===== config.mk =====
export PLATFORM = sky130hd
export DESIGN_NAME = pipe_skid_reg
export DESIGN_NICKNAME = d
export VERILOG_FILES = /design/src/rtl/pipe_pkg.sv /design/src/rtl/pipe_skid_reg.sv
export SDC_FILE = /design/constraint.sdc
export NUM_CORES = 1
export LEC_CHECK = 0
export BUFFER_PORTS_ARGS = -buffer_cell sky130_fd_sc_hd__buf_2
export CAP_MARGIN = 20
export CORE_UTILIZATION = 45
export CTS_BUF_LIST = sky130_fd_sc_hd__clkbuf_8
export DETAILED_ROUTE_END_ITERATION = 6
export GPL_TIMING_DRIVEN = 1
export PLACE_DENSITY = 0.68
export SYNTH_ARGS = -nofsm -noshare
export SYNTH_HDL_FRONTEND = slang
export SYNTH_SLANG_ARGS = --single-unit
export TNS_END_PERCENT = 50

===== constraint.sdc =====
create_clock -name clk -period 2.2 [get_ports clk]
set_input_delay 0.22 -clock clk [delete_from_list [all_inputs] [get_ports clk]]
set_output_delay 0.22 -clock clk [all_outputs]
set_load 0.01 [all_outputs]

===== src/rtl/pipe_pkg.sv =====
// Shared pipeline-stage definitions: skid register state encoding and default widths.
package pipe_pkg;

  typedef enum logic [1:0] {
    ST_EMPTY = 2'd0,
    ST_ONE   = 2'd1,
    ST_FULL  = 2'd2
  } pipe_state_e;

  localparam int PIPE_W_IFID = 64;

endpackage : pipe_pkg


===== src/rtl/pipe_skid_reg.sv =====
// Generic pipeline stage register: valid/ready handshake, two-entry skid buffer,
// registered in_ready and synchronous flush that inserts a bubble.
module pipe_skid_reg
  import pipe_pkg::*;
#(
  parameter int DATA_W        = PIPE_W_IFID,
  parameter bit ZERO_ON_FLUSH = 1'b1
) (
  input  logic              clk,
  input  logic              clr,
  input  logic              flush,
  input  logic              in_valid,
  output logic              in_ready,
  input  logic [DATA_W-1:0] in_data,
  output logic              out_valid,
  input  logic              out_ready,
  output logic [DATA_W-1:0] out_data
);

  pipe_state_e       state_r;
  pipe_state_e       state_nxt_s;
  logic [DATA_W-1:0] main_r;
  logic [DATA_W-1:0] main_nxt_s;
  logic [DATA_W-1:0] skid_r;
  logic [DATA_W-1:0] skid_nxt_s;
  logic              in_ready_r;
  logic              out_valid_r;
  logic              accept_s;
  logic              emit_s;

  assign accept_s  = in_valid & in_ready_r;
  assign emit_s    = out_valid_r & out_ready;
  assign in_ready  = in_ready_r;
  assign out_valid = out_valid_r;
  assign out_data  = main_r;

  // Next-state and payload steering; clr beats flush beats normal handshake.
  always_comb begin
    state_nxt_s = state_r;
    main_nxt_s  = main_r;
    skid_nxt_s  = skid_r;
    if (clr) begin
      state_nxt_s = ST_EMPTY;
      main_nxt_s  = {DATA_W{1'b0}};
      skid_nxt_s  = {DATA_W{1'b0}};
    end else if (flush) begin
      state_nxt_s = ST_EMPTY;
      if (ZERO_ON_FLUSH) begin
        main_nxt_s = {DATA_W{1'b0}};
        skid_nxt_s = {DATA_W{1'b0}};
      end else begin
        main_nxt_s = main_r;
        skid_nxt_s = skid_r;
      end
    end else begin
      case (state_r)
        ST_EMPTY: begin
          if (accept_s) begin
            state_nxt_s = ST_ONE;
            main_nxt_s  = in_data;
          end else begin
            state_nxt_s = ST_EMPTY;
          end
        end
        ST_ONE: begin
          if (accept_s && !emit_s) begin
            state_nxt_s = ST_FULL;
            skid_nxt_s  = in_data;
          end else if (accept_s && emit_s) begin
            state_nxt_s = ST_ONE;
            main_nxt_s  = in_data;
          end else if (emit_s) begin
            // main keeps the emitted payload so out_data holds it while empty
            state_nxt_s = ST_EMPTY;
          end else begin
            state_nxt_s = ST_ONE;
          end
        end
        ST_FULL: begin
          if (emit_s) begin
            state_nxt_s = ST_ONE;
            main_nxt_s  = skid_r;
          end else begin
            state_nxt_s = ST_FULL;
          end
        end
        default: begin
          state_nxt_s = ST_EMPTY;
        end
      endcase
    end
  end

  // State, payload and handshake flags; flags decoded from next state so both stay registered.
  always_ff @(posedge clk) begin
    if (clr) begin
      state_r     <= ST_EMPTY;
      main_r      <= {DATA_W{1'b0}};
      skid_r      <= {DATA_W{1'b0}};
      in_ready_r  <= 1'b1;
      out_valid_r <= 1'b0;
    end else begin
      state_r     <= state_nxt_s;
      main_r      <= main_nxt_s;
      skid_r      <= skid_nxt_s;
      in_ready_r  <= (state_nxt_s != ST_FULL);
      out_valid_r <= (state_nxt_s == ST_ONE) || (state_nxt_s == ST_FULL);
    end
  end

endmodule : pipe_skid_reg


; Yosys cells after proc, flatten, opt, wreduce, memory -nomap -nowiden
; Index checks and enable logic that the tools add are counted.
[totals]
regBits = 132
latch_bits = 0
mem_bits_rw = 0
romBits = 0
inputBits = 69
out_inout_bits = 66
memories = 0
[op_classes]
addsub = 0
n_mul = 0
n_div = 0
order_cmp = 0
eq_ne = 9
n_shift = 0
muxes = 13
bitwise = 2
n_reduce_logical = 9
[ops]
columns = op, n
row1 = 64-bit two-way mux, 4
row2 = 64-bit one-hot mux with 3 select lines, 1
row3 = "2-bit inequality test, second input constant", 5
row4 = 2-bit two-way mux, 4
row5 = 2-bit one-hot mux with 3 select lines, 1
row6 = 5-bit AND reduction, 1
row7 = "2-bit by 1-bit == test with 1-bit output, second input constant", 2
row8 = "2-bit == test, second input constant", 2
row9 = 1-bit two-way mux, 3
row10 = 3-bit nonzero test, 1
row11 = 1-bit bitwise AND, 2
row12 = 1-bit logical AND, 2
row13 = 2-bit zero test, 1
row14 = 2-bit AND reduction, 1
row15 = 2-bit OR reduction, 1
row16 = 1-bit zero test, 1
row17 = 1-bit logical OR, 1

; Longest topological paths before layout
[depth]
ltp_word = 9
depth_mapped = 8

; Least setup slack after synthesis
; Ideal clock, no wire load.
[synth_path]
path_kind = register -> register
startpoint = reg in_ready_r, in the netlist in_ready
endpoint = reg out_valid_r, in the netlist out_valid
setup_ns = 0.064
arrival_time_ns = 1.585
required_time_ns = 2.136
slack_ns = 0.552
stages_incl_launch_ff = 9
path_buffers = 3
path_cell_list = dfxtp_1 and3b_1 clkbuf_2 buf_2 buf_2 a22oi_1 a211oi_1 ha_1 nor2_1
[synth_via]
elab_cells_between_ends = 12
cone_classes = 2 x eq/ne / 6 x mux / 1 x bitwise / 3 x reduce/logical
[synth_rtl]
columns = element, line
row1 = from (decl), pipe_skid_reg.sv:26  ; logic in_ready_r;
row2 = from (signal assigned), pipe_skid_reg.sv:106  ; in_ready_r <= (state_nxt_s != ST_FULL);
row3 = 1-bit bitwise AND *, pipe_skid_reg.sv:31  ; assign accept_s = in_valid & in_ready_r;
row4 = 1-bit logical AND *, pipe_skid_reg.sv:66  ; if (accept_s && !emit_s) begin
row5 = 2-bit two-way mux *, pipe_skid_reg.sv:66
row6 = 2-bit one-hot mux with 3 select lines *, pipe_skid_reg.sv:56  ; case (state_r)
row7 = 2-bit two-way mux *, pipe_skid_reg.sv:46  ; end else if (flush) begin
row8 = 2-bit two-way mux *, pipe_skid_reg.sv:42  ; if (clr) begin
row9 = net state_nxt_s[1], pipe_skid_reg.sv:21  ; pipe_state_e state_nxt_s;
row10 = 2-bit by 1-bit == test with 1-bit output / 2-bit == test (equally long branches), pipe_skid_reg.sv:107  ; out_valid_r <= (state_nxt_s == ST_ONE) || (state_nxt_s == ST_FULL);
row11 = 1-bit logical OR *, pipe_skid_reg.sv:107
row12 = to (signal assigned), pipe_skid_reg.sv:107
row13 = to (decl), pipe_skid_reg.sv:27  ; logic out_valid_r;
; Mark *: on every way through the listed nets, which the timed path passes. The rest lies on a longest branch.
; A chain may end at the register's enable or synchronous reset.

; Worst setup path after layout
[layout_path]
startpoint = reg out_valid_r, in the netlist out_valid
endpoint = reg main_r[7], in the netlist out_data[7]
[layout_via]
elab_chain_cells = 5
elab_cells_between_ends = 8
cone_classes = 3 x eq/ne / 1 x bitwise / 4 x reduce/logical
[layout_lines]
columns = element, line
row1 = 1-bit bitwise AND *, pipe_skid_reg.sv:32  ; assign emit_s = out_valid_r & out_ready;
row2 = 1-bit zero test, pipe_skid_reg.sv:66
row3 = 1-bit logical AND, pipe_skid_reg.sv:66
row4 = 2-bit inequality test (no line), --
row5 = 5-bit AND reduction (no line) *, --
row6 = to (signal assigned), pipe_skid_reg.sv:98  ; main_r <= {DATA_W{1'b0}};
row7 = to (signal assigned), pipe_skid_reg.sv:104  ; main_r <= main_nxt_s;
row8 = to (decl), pipe_skid_reg.sv:22  ; logic [DATA_W-1:0] main_r;
; Mark *: on every way between the ends. The rest lies on a longest branch, timed or not.

==> run metrics <==
final-report max-slew violation count=0; total area of multi-input combinational cells=3050 um2; final hold vios=0; worst setup path class=reg -> reg; total vias in the final route=5315; width of the die=118 um; instance count of the mapped netlist=616; time the worst path needs with I/O delays and setup=1.90 ns; count of input and output buffers=134; CTS tree=built; layout overhead on the synthesized area=18.6%; main flop type after synthesis=dfxtp_1; die boundary height=118 um; Ys Warns=0; diode count=0; maximum capacitance violations=0; share of total power consumed by net switching=26.3%; Yosys top cell area share=43.6%; setup clock skew after layout=0.00751 ns; worst hold path class=in -> reg; most used standard cells in the synthesized netlist=dfxtp_1 (132), a211oi_1 (71); residual DRC count=0; vias per cell=5.92; synthesized area=6070 um2; GRT Util Overall=23.3%; Total Negative Setup Slacks=0 ns; global route overflow=0; fraction of layout cells with a size suffix above 1=34.5%; share of the core filled with cells=54.6%; Site Rows=42; clock network power share=38.3%; gp weighted congestion=0.823; transition time of the tightest slew-check pin=0.647 ns; antenna violations before repair=0; total I/O pin count=135; worst-path fanout max=64; nets=779; part of the power in registers=48.6%; CTS clock-pin slew for the worst setup and hold paths=0.07 ns; first drt pass iteration count=5; half-perimeter wire length after placement=9.90 mm; Clock Root Buffer=clkbuf_8; clock buffer depth=2; leakage dissipation=2.50 nW; maximum number of pins on one net before global-route repair=85; Avg Cell Area, Syn=9.85 um2; #FFs+latches synth=132; clock buffers created by TritonCTS=17; post-route clock period utilization=86.2%; Post-synth EDFFs=0; Setup Viol. Count Final=0; crit end category=register; Unique masters post-synth=29; dominant cells by area after synthesis=dfxtp_1 (44%), a211oi_2 (12%), mux2i_1 (11%), a211oi_1 (8.8%), a21oi_1 (5.3%); biggest area consumer among synthesized cells=dfxtp_1; Arrival @ worst endpoint=2.24 ns; required time at the worst-slack endpoint=2.54 ns; number of global-route vias before repair=5170; Post-synth ARST share=0%; count of H-tree levels built during CTS=4; clock latency of the later-clocked register in the worst-skew pair=0.43 ns; starting utilization of the core area=46.0%; fmax=527 MHz; die area=14000 um2; Sw Pwr=1.35 mW; storage element area=2640 um2; most common cell in the synthesized netlist=dfxtp_1; pwr dens=715 nW/um2; number of instances resized during post-cts repair=0; antenna-violating nets left=0; first-pass GRT wire length=26.2 mm; total of fill cells in the finished design=1152; number of design-rule violations left by the first detailed-router iteration=407; sequential fraction of the synthesis area=43.6%; Mapped Nets=686; type of element launching the critical path=register; remaining max-slew budget at the tightest pin=56.8%; Internal Dissipation=3.79 mW; Num Clock Sinks=132; Worst IR Drop VDD=0.455 mV; total wire length after detailed routing=15.9 mm; final routed wire length divided by cell count=17.7 um; combinational fraction of design power=13.1%; RSZ-0062 raised after global routing=false; placeable core region=13200 um2; status=finished clean
[power by group through the flow]
stage | registers (mW) | logic (mW) | clock network [mW]
2_1_floorplan | 2.57 | 0.417 | 0
3_3_place_gp | 2.55 | 0.652 | 0
3_5_place_dp | 2.55 | 0.672 | 0
4_1_cts | 2.50 | 0.676 | 2.02
5_1_grt | 2.50 | 0.730 | 2.14
6_report | 2.50 | 0.676 | 1.97
[critical path, cell delays in order (launching register included)]
cell,delay (ns)
dfxtp_1,0.46
a21bo_4,0.33
buf_4,0.56
a211oi_1,0.21
a211oi_2,0.22
[final timing paths]
path	startpoint	to	slack, ns	depth (start not counted)
hold / removal	in_data[0]	skid_r[0]$_SDFFE_PP0N_	0.05	3
setup / recovery	out_valid$_SDFF_PP0_	out_data[7]$_SDFFE_PP0P_	0.30	4
hold reg to reg	skid_r[6]$_SDFFE_PP0N_	skid_r[6]$_SDFFE_PP0N_	0.48	2
setup reg to reg	out_valid$_SDFF_PP0_	out_data[7]$_SDFFE_PP0P_	0.30	4
[kinds of logic (layout without fill, tap and decap cells)]
kind of cell	count (synthesis)	count (layout)	synth area share (%)
adder cells (fa/ha/maj)	1	1	0.206
multiplexers	64	64	10.6
AO/OA/AOI/OAI	265	265	32.5
buffers and inverters	80	186	6.89
AND/OR/NAND/NOR	74	74	6.27
flip-flops	132	132	43.6
[layout make-up]
| type | instances | share of cell area [%] |
|---|---|---|
| multi-input combinational | 404 | 42.3 |
| clock buffer | 20 | 3.82 |
| sequential | 132 | 36.7 |
| tap | 176 | 3.06 |
| timing repair buffer | 154 | 12.5 |
| clock inverter | 12 | 1.58 |
[what timing repair did]
item                                   4_1_cts  5_1_grt
hold buffers                                 1        0
buffers inserted                             0        0
endpoints found under the hold margin        2        0
[flip-flops by register name, indices dropped and copies added, names as in the netlist]
name,count
out_valid,1
in_ready,1
out_data,64
skid_r,64
state_r,2
[layout by cell type, fill, tap and decap left out, types with 2 or more instances in the layout]
cell type,Yosys,final
clkinv_2,0,4
buf_2,27,134
inv_1,0,3
a211oi_2,60,60
o21ai_0,64,64
bufinv_16,0,2
buf_12,0,6
nor2_1,3,3
mux2i_1,64,64
dfxtp_1,132,132
clkbuf_8,0,20
a211oi_1,71,71
a21oi_1,64,64
clkinvlp_4,0,3
buf_4,5,13
nand3_1,64,64
[per-layer routing]
layer | global-route usage, % | wire (um)
met1 | 30.8 | 7120
met2 | 37.1 | 7650
met3 | 4.84 | 887
met4 | 8.97 | 220
met5 | 0 | 0
[stage by stage]
stage | hold WS [ns] | cell area, um2 | total power [mW] | setup WS [ns] | std cells
6_report | 0.0511 | 7200 | 5.14 | 0.303 | 898
5_1_grt | 0.0274 | 7200 | 5.37 | 0.175 | 898
4_1_cts | 0.0197 | 7200 | 5.20 | 0.323 | 898
3_5_place_dp | 0.428 | 6800 | 3.22 | 0.336 | 865
3_3_place_gp | 0.429 | 6800 | 3.20 | 0.444 | 865
2_1_floorplan | 0.292 | 6070 | 2.99 | 0.552 | 616
(Power assumes the default switching activity.)
